$ cat config.mk
export PLATFORM = sky130hd
export DESIGN_NAME = updown_count_arbiter
export DESIGN_NICKNAME = d
export VERILOG_FILES = /design/src/rtl/updown_count_arbiter.sv
export SDC_FILE = /design/constraint.sdc
export NUM_CORES = 1
export LEC_CHECK = 0
export CORE_MARGIN = 1.5
export CORE_UTILIZATION = 30
export CTS_BUF_LIST = sky130_fd_sc_hd__clkbuf_2 sky130_fd_sc_hd__clkbuf_4 sky130_fd_sc_hd__clkbuf_8
export CTS_CLUSTER_DIAMETER = 50
export DETAILED_ROUTE_END_ITERATION = 6
export MAX_ROUTING_LAYER = met4
export PLACE_DENSITY = 0.5
export SLEW_MARGIN = 20
export SYNTH_ARGS = -nofsm -noshare
export SYNTH_HDL_FRONTEND = slang
export SYNTH_SLANG_ARGS = --single-unit
$ cat constraint.sdc
create_clock -name clk -period 1.85 [get_ports clk]
set_input_delay 0.37 -clock clk [delete_from_list [all_inputs] [get_ports clk]]
set_output_delay 0.37 -clock clk [all_outputs]
set_load 0.005 [all_outputs]
$ cat src/rtl/updown_count_arbiter.sv
// updown_count_arbiter
// Round-robin arbiter in front of a shared WIDTH-bit up/down counter.
// One requester at a time is granted a counting run of its requested
// direction and step count; the counter moves one step per clock and the
// winner receives a one-cycle done pulse when the run completes.
// All outputs are registered so they change only on the clock edge.
module updown_count_arbiter #(
    parameter int WIDTH  = 4,
    parameter int STEP_W = 4
) (
    input  logic              clk,
    input  logic              rst_n,
    input  logic [1:0]        req,
    input  logic [1:0]        req_dir,
    input  logic [STEP_W-1:0] req_steps0,
    input  logic [STEP_W-1:0] req_steps1,
    output logic [1:0]        gnt,
    output logic [1:0]        done,
    output logic              busy,
    output logic [WIDTH-1:0]  count,
    output logic              wrap
);

    typedef enum logic [1:0] {
        ST_IDLE = 2'd0,
        ST_RUN  = 2'd1,
        ST_DONE = 2'd2
    } state_t;

    state_t              state_q, state_d;
    logic                owner_q, owner_d;       // index of granted requester
    logic                dir_q, dir_d;           // latched direction, 1 = up
    logic [STEP_W-1:0]   remaining_q, remaining_d;
    logic [WIDTH-1:0]    count_q, count_d;
    logic                last_q, last_d;         // last-served requester
    logic [1:0]          gnt_q, gnt_d;
    logic [1:0]          done_q, done_d;
    logic                busy_q, busy_d;
    logic                wrap_q, wrap_d;

    logic                winner;
    logic                win_dir;
    logic [STEP_W-1:0]   win_steps;

    function automatic logic [1:0] onehot(input logic idx);
        return idx ? 2'b10 : 2'b01;
    endfunction

    // Arbitration: on a tie the requester that was not served last wins.
    always_comb begin
        winner = 1'b0;
        if (req == 2'b11) begin
            winner = ~last_q;
        end else begin
            winner = req[1];
        end
        win_dir   = req_dir[winner];
        win_steps = winner ? req_steps1 : req_steps0;
    end

    // Next-state, datapath and registered-output computation.
    always_comb begin
        state_d     = state_q;
        owner_d     = owner_q;
        dir_d       = dir_q;
        remaining_d = remaining_q;
        count_d     = count_q;
        last_d      = last_q;
        wrap_d      = 1'b0;

        case (state_q)
            ST_IDLE: begin
                if (req != 2'b00) begin
                    owner_d     = winner;
                    dir_d       = win_dir;
                    remaining_d = win_steps;
                    state_d     = (win_steps != '0) ? ST_RUN : ST_DONE;
                end
            end
            ST_RUN: begin
                if (dir_q) begin
                    count_d = count_q + WIDTH'(1);
                    wrap_d  = (count_q == '1);
                end else begin
                    count_d = count_q - WIDTH'(1);
                    wrap_d  = (count_q == '0);
                end
                remaining_d = remaining_q - STEP_W'(1);
                if (remaining_q == STEP_W'(1)) begin
                    state_d = ST_DONE;
                end
            end
            ST_DONE: begin
                last_d  = owner_q;
                state_d = ST_IDLE;
            end
            default: begin
                state_d = ST_IDLE;
            end
        endcase

        // Outputs are derived from the upcoming state so they register
        // in step with it.
        gnt_d  = (state_d == ST_RUN)  ? onehot(owner_d) : 2'b00;
        done_d = (state_d == ST_DONE) ? onehot(owner_d) : 2'b00;
        busy_d = (state_d != ST_IDLE);
    end

    // State and output registers with asynchronous active-low reset.
    always_ff @(posedge clk or negedge rst_n) begin
        if (!rst_n) begin
            state_q     <= ST_IDLE;
            owner_q     <= 1'b0;
            dir_q       <= 1'b0;
            remaining_q <= '0;
            count_q     <= '0;
            last_q      <= 1'b1;
            gnt_q       <= '0;
            done_q      <= '0;
            busy_q      <= 1'b0;
            wrap_q      <= 1'b0;
        end else begin
            state_q     <= state_d;
            owner_q     <= owner_d;
            dir_q       <= dir_d;
            remaining_q <= remaining_d;
            count_q     <= count_d;
            last_q      <= last_d;
            gnt_q       <= gnt_d;
            done_q      <= done_d;
            busy_q      <= busy_d;
            wrap_q      <= wrap_d;
        end
    end

    assign gnt   = gnt_q;
    assign done  = done_q;
    assign busy  = busy_q;
    assign count = count_q;
    assign wrap  = wrap_q;

    // Structural invariants of the grant/done outputs.
    a_gnt_onehot0 : assert property (@(posedge clk) disable iff (!rst_n)
        $onehot0(gnt_q));
    a_done_excl : assert property (@(posedge clk) disable iff (!rst_n)
        (gnt_q & done_q) == 2'b00);

endmodule
=== Yosys cells after proc, flatten, opt, wreduce, memory -nomap -nowiden ===
Index checks and enable logic that the tools add are counted.

* Register bits: 19
* Bits of input ports: 14
* Output and inout port bits: 10
* Word-level logic and storage cells: 49

* $add $sub $neg: 3
* Magnitude comparators: 1
* Equal/unequal tests: 8
* Mux-type cells: 18
* Bitwise gates (word level): 1
* Reduce and logical (&&, ||, !) cells: 8

{| class="wikitable"
|+ Operator list
! cell !! count
|-
| $mux 2 || 6
|-
| $mux 4 || 3
|-
| $pmux 4 s2 || 1
|-
| $sub 4x1->4 const B || 2
|-
| $mux 1 || 7
|-
| $eq 2x2->1 const B || 3
|-
| $reduce_bool 2->1 || 3
|-
| $add 4x1->4 const B || 1
|-
| $eq 2x1->1 const B || 2
|-
| $eq 4x1->1 const B || 1
|-
| $eq 4x4->1 const B || 1
|-
| $logic_not 4->1 || 1
|-
| $pmux 2 s2 || 1
|-
| $reduce_and 2->1 || 2
|-
| $reduce_bool 4->1 || 1
|-
| $logic_not 2->1 || 1
|-
| $lt 1x2->1 const B || 1
|-
| $ne 2x2->1 const B || 1
|-
| $not 1->1 || 1
|}

=== Depth between registers and ports, before layout ===
* Depth after elaboration: 9
* Mapped depth: 5
* Depth with buffers taken out: 5

=== Worst setup path before layout ===
No wires, ideal clock.

* Path type: register to register
* From: reg dir_q
* To: reg count_q[3], in the netlist count[3]
* Library setup time: 0.131 ns
* Arrival: 1.425 ns
* Data required time: 1.719 ns
* Setup slack: 0.294 ns
* Cell stages (with the launch flop): 6
* Path buffers: 0
* Clock period less this slack: 1.556 ns
* Path through: dfrtp_1 inv_1 ha_1 or4b_1 o221ai_1 o211ai_1

* Cells in the longest elaborated chain, start to end: 1

{| class="wikitable"
|+ Ends and longest elaborated chain
! element !! line !! text
|-
| start: declaration || 32 || <nowiki>logic dir_q, dir_d;</nowiki>
|-
| start signal: assignment || 125 || <nowiki>dir_q <= dir_d;</nowiki>
|-
| $mux 4 || 81 || <nowiki>if (dir_q) begin</nowiki>
|-
| end signal: assignment || 127 || <nowiki>count_q <= count_d;</nowiki>
|-
| end: declaration || 34 || <nowiki>logic [WIDTH-1:0] count_q, count_d;</nowiki>
|}

Every way passes these cells.
A chain may end at the register's enable or synchronous reset.

=== Worst setup path in the final report ===
* From: reg count_q[0], in the netlist count[0]
* To: out count[0]

{| class="wikitable"
|+ RTL lines
! element !! line !! text
|-
| end: declaration || 20 || <nowiki>output logic [WIDTH-1:0] count,</nowiki>
|}

No word-level cell between the ends.

==> metrics.txt <==
# TYPE chip_impl_metric gauge
chip_impl_metric{name="gpl.final_weighted_congestion",unit=""} 0.771
chip_impl_metric{name="async_reset_ff_share",unit="%"} 100
chip_impl_metric{name="grt_max_degree",unit=""} 20
chip_impl_metric{name="grt_usage",unit="%"} 13.3
chip_impl_metric{name="power_per_standard_cell_area",unit="nW/um^2"} 1580
chip_impl_metric{name="nFillCells",unit=""} 356
chip_impl_metric{name="finalHoldViolations",unit=""} 0
chip_impl_metric{name="synth.avg_cell_area",unit="um^2"} 10.8
chip_impl_metric{name="clk-insertion-delay-late",unit="ps"} 300
chip_impl_metric{name="clk_transition_reported_paths",unit="ps"} 120
chip_impl_metric{name="yosys.cell_types.count",unit=""} 41
chip_impl_metric{name="total_leakage_power",unit="uW"} 0.000604
chip_impl_metric{name="synthesis_stage_register_bit_count",unit=""} 19
chip_impl_metric{name="drt_drc",unit=""} 0
chip_impl_metric{name="dp_hpwl",unit="um"} 1880
chip_impl_metric{name="grt-ovfl-total",unit=""} 0
chip_impl_metric{name="die_height",unit="um"} 63.4
chip_impl_info{name="worst_hold_path_type",value="in -> async"} 1
chip_impl_metric{name="antenna_cells_inserted",unit=""} 0
chip_impl_metric{name="cts.path.max_buffers",unit=""} 2
chip_impl_metric{name="layout_worst_path_cycle_share",unit="%"} 91.9
chip_impl_metric{name="layout-drive-gt1-share",unit="%"} 16.0
chip_impl_metric{name="synth_cells",unit=""} 101
chip_impl_metric{name="post-route-cell-area",unit="um^2"} 1440
chip_impl_metric{name="synth.yosys.warnings",unit=""} 0
chip_impl_metric{name="timing.slew.headroom",unit="%"} 75.3
chip_impl_metric{name="worstMarginPinSlew",unit="ps"} 368
chip_impl_metric{name="placement_rows",unit=""} 21
chip_impl_info{name="cpLargestDelayFamily",value="buffers and inverters"} 1
chip_impl_metric{name="synth_nets",unit=""} 120
chip_impl_metric{name="number_of_ports_placed_on_the_die_boundary",unit=""} 24
chip_impl_metric{name="dieArea",unit="um^2"} 4020
chip_impl_metric{name="slew_violations",unit=""} 0
chip_impl_metric{name="max_stage_delay",unit="ps"} 540
chip_impl_metric{name="finish.cell_count_without_fillers",unit=""} 177
chip_impl_info{name="cts_root_buf",value="sky130_fd_sc_hd__clkbuf_4"} 1
chip_impl_info{name="cpMaxStageDelayCell",value="sky130_fd_sc_hd__clkdlybuf4s50_1"} 1
chip_impl_info{name="rsz0062_at_grt",value="false"} 1
chip_impl_info{name="tritoncts",value="built"} 1
chip_impl_metric{name="maxClockFrequency",unit="MHz"} 588
chip_impl_info{name="crit_path_end_kind",value="primary output"} 1
chip_impl_metric{name="timing.clock.skew",unit="ps"} 9.87
chip_impl_metric{name="detailed_place.area",unit="um^2"} 1410
chip_impl_metric{name="finalWorstPathRequiredPeriod",unit="ps"} 1700
chip_impl_info{name="worstReg2RegStart",value="dir_q"} 1
chip_impl_metric{name="synth_edf_count",unit=""} 0
chip_impl_metric{name="grt_pass1_wl",unit="um"} 4100
chip_impl_metric{name="number_of_buffers_added_for_setup_after_cts",unit=""} 0
chip_impl_metric{name="ant_nets",unit=""} 0
chip_impl_metric{name="cts.htree.levels",unit=""} 1
chip_impl_metric{name="timing.final.setup_violations",unit=""} 0
chip_impl_metric{name="initial_utilization",unit="%"} 32.1
chip_impl_info{name="synth_ff_type",value="sky130_fd_sc_hd__dfrtp_1"} 1
chip_impl_metric{name="cp.arrival",unit="ps"} 1330
chip_impl_info{name="crit_chain",value="clkdlybuf4s50_1"} 1
chip_impl_metric{name="dr_total_vias",unit=""} 881
chip_impl_metric{name="portBuffers",unit=""} 23
chip_impl_metric{name="critical_path_required",unit="ps"} 1480
chip_impl_metric{name="cts_inserted_buffers",unit=""} 3
chip_impl_metric{name="avgRoutedWirePerCell",unit="um"} 13.3
chip_impl_metric{name="drt_first_pass_iters",unit=""} 4
chip_impl_metric{name="critical_path.n_buffers_inverters",unit=""} 1
chip_impl_metric{name="holdWs",unit="ps"} 383
chip_impl_info{name="regToRegEndpoint",value="count[3]"} 1
chip_impl_metric{name="core-area",unit="um^2"} 3420
chip_impl_metric{name="die-width",unit="um"} 63.4
chip_impl_metric{name="finalPower",unit="uW"} 2270
chip_impl_metric{name="clock_sinks",unit=""} 19
chip_impl_metric{name="maxCapViolations",unit=""} 0
chip_impl_metric{name="synth_area",unit="um^2"} 1090
chip_impl_metric{name="rrSetupSlack",unit="ps"} 230
chip_impl_info{name="status",value="finished clean"} 1
chip_impl_metric{name="crit_path_max_fanout",unit=""} 7
chip_impl_metric{name="grt_pass1_vias",unit=""} 899
chip_impl_metric{name="ir_worst_vdd",unit="mV"} 0.516
chip_impl_info{name="critPathKind",value="reg -> out"} 1
chip_impl_info{name="worst_setup_path_start_kind",value="flop"} 1
chip_impl_metric{name="grt_antenna_before_repair",unit=""} 0
chip_impl_metric{name="critical_path_depth",unit=""} 1
chip_impl_metric{name="vias_per_cell",unit=""} 4.98
chip_impl_metric{name="rr_worst_depth",unit=""} 5
chip_impl_metric{name="layout_overhead_on_the_synthesized_area",unit="%"} 31.5
chip_impl_metric{name="wl",unit="um"} 2360
chip_impl_metric{name="finalNetCount",unit=""} 151
chip_impl_metric{name="place.detailed.instances",unit=""} 173
chip_impl_metric{name="yosysSeqAreaShare",unit="%"} 43.5
chip_impl_metric{name="dr.first_iter.drc_count",unit=""} 48
==> synth_stat cells (2+ instances only) <==
library cell	number	area [um^2]
sky130_fd_sc_hd__a21oi_1	3	15.0
sky130_fd_sc_hd__buf_2	2	10.0
sky130_fd_sc_hd__o211ai_1	2	15.0
sky130_fd_sc_hd__a211oi_2	2	25.0
sky130_fd_sc_hd__nand4_1	2	12.5
sky130_fd_sc_hd__o221ai_1	4	35.0
sky130_fd_sc_hd__o21ai_1	2	10.0
sky130_fd_sc_hd__o21ai_0	2	10.0
sky130_fd_sc_hd__mux2_2	2	22.5
sky130_fd_sc_hd__xnor2_1	2	17.5
sky130_fd_sc_hd__dfrtp_1	18	450
sky130_fd_sc_hd__nor4_1	2	12.5
sky130_fd_sc_hd__nand2_1	9	33.8
sky130_fd_sc_hd__nand3_1	3	15.0
sky130_fd_sc_hd__a211oi_1	2	15.0
sky130_fd_sc_hd__nor2_1	3	11.3
sky130_fd_sc_hd__mux2i_1	8	80.1
sky130_fd_sc_hd__or4b_1	2	20.0
sky130_fd_sc_hd__a22oi_1	2	15.0
sky130_fd_sc_hd__nor2b_1	2	12.5
sky130_fd_sc_hd__inv_1	4	15.0
sky130_fd_sc_hd__ha_1	4	50.1
==> flip-flops by register name, indices dropped and copies added (netlist names) <==
signal,flops
remaining_q,4
busy,1
state_q,2
gnt,2
done,2
wrap,1
count,4
last_q,1
dir_q,1
owner_q,1
==> how the worst max path moves through the flow <==
stage                     to  slack (ps)      from
floorplan           count[3]         290     dir_q
global placement      gnt[1]          30    req[1]
detailed placement   done[1]          -8    req[1]
CTS                 count[0]         120  count[0]
global route        count[0]          70  count[0]
finish              count[0]         150  count[0]
==> where the power goes <==
group          switching [uW]  internal (uW)
Combinational             604            650
Clock                     133           80.5
Sequential                193            610
Total                     930           1340
==> routing by layer <==
| metal | share of wire (%) | vias up | track usage, % | wire, um |
|---|---|---|---|---|
| li1 | - | 445 | - | - |
| met1 | 46 | 405 | 15.9 | 1080 |
| met2 | 48 | 29 | 22.9 | 1130 |
| met3 | 5.5 | 2 | 3.75 | 130 |
| met4 | 0.72 | 0 | 1.63 | 17 |
| met5 | 0 | - | - | 0 |
==> layout by cell type, fill, tap and decap left out, types with 3 or more instances in the layout <==
cell type,instances
sky130_fd_sc_hd__nand2_1,9
sky130_fd_sc_hd__nor2_1,3
sky130_fd_sc_hd__inv_1,4
sky130_fd_sc_hd__nand3_1,3
sky130_fd_sc_hd__dfrtp_1,18
sky130_fd_sc_hd__buf_4,7
sky130_fd_sc_hd__a21oi_1,3
sky130_fd_sc_hd__mux2i_1,8
sky130_fd_sc_hd__clkbuf_4,3
sky130_fd_sc_hd__o221ai_1,4
sky130_fd_sc_hd__ha_1,4
sky130_fd_sc_hd__clkdlybuf4s50_1,23
==> stage by stage <==
step / util (%) / setup TNS, ps / setup slack [ps]
floorplan: - / 0 / 294
global placement: 41.3 / 0 / 27.6
detailed placement: 41.3 / -7.63 / -7.63
CTS: 42.1 / 0 / 118
global route: 42.2 / 0 / 73.0
finish: 42.2 / 0 / 150
==> cell type report <==
class                   instances  area [um^2]  area share, %
flip-flops and latches         19          477           33.1
clock buffers                   3         22.5           1.56
multi-input cells              73          577           40.1
repair buffers                 30          283           19.6
inverters                       5         18.8           1.30
clock inverters                 1         5.00          0.348
well taps                      46         57.6           4.00
==> kinds of logic after synthesis <==
| logic type | Yosys count | synth area share (%) |
|---|---|---|
| AND/OR/NAND/NOR | 31 | 16.2 |
| AO/OA/AOI/OAI | 25 | 18.9 |
| flip-flops | 19 | 43.5 |
| multiplexers | 10 | 9.37 |
| buffers and inverters | 9 | 4.00 |
| adder cells (fa/ha/maj) | 5 | 6.40 |
| XOR/XNOR | 2 | 1.60 |
==> repair_timing <==
item                                    in CTS  in global routing
gates resized for setup                      0                  1
hold buffers                                 0                  0
endpoints found under the setup margin       0                  1
No activity file was read; power rests on OpenSTA's default activity.
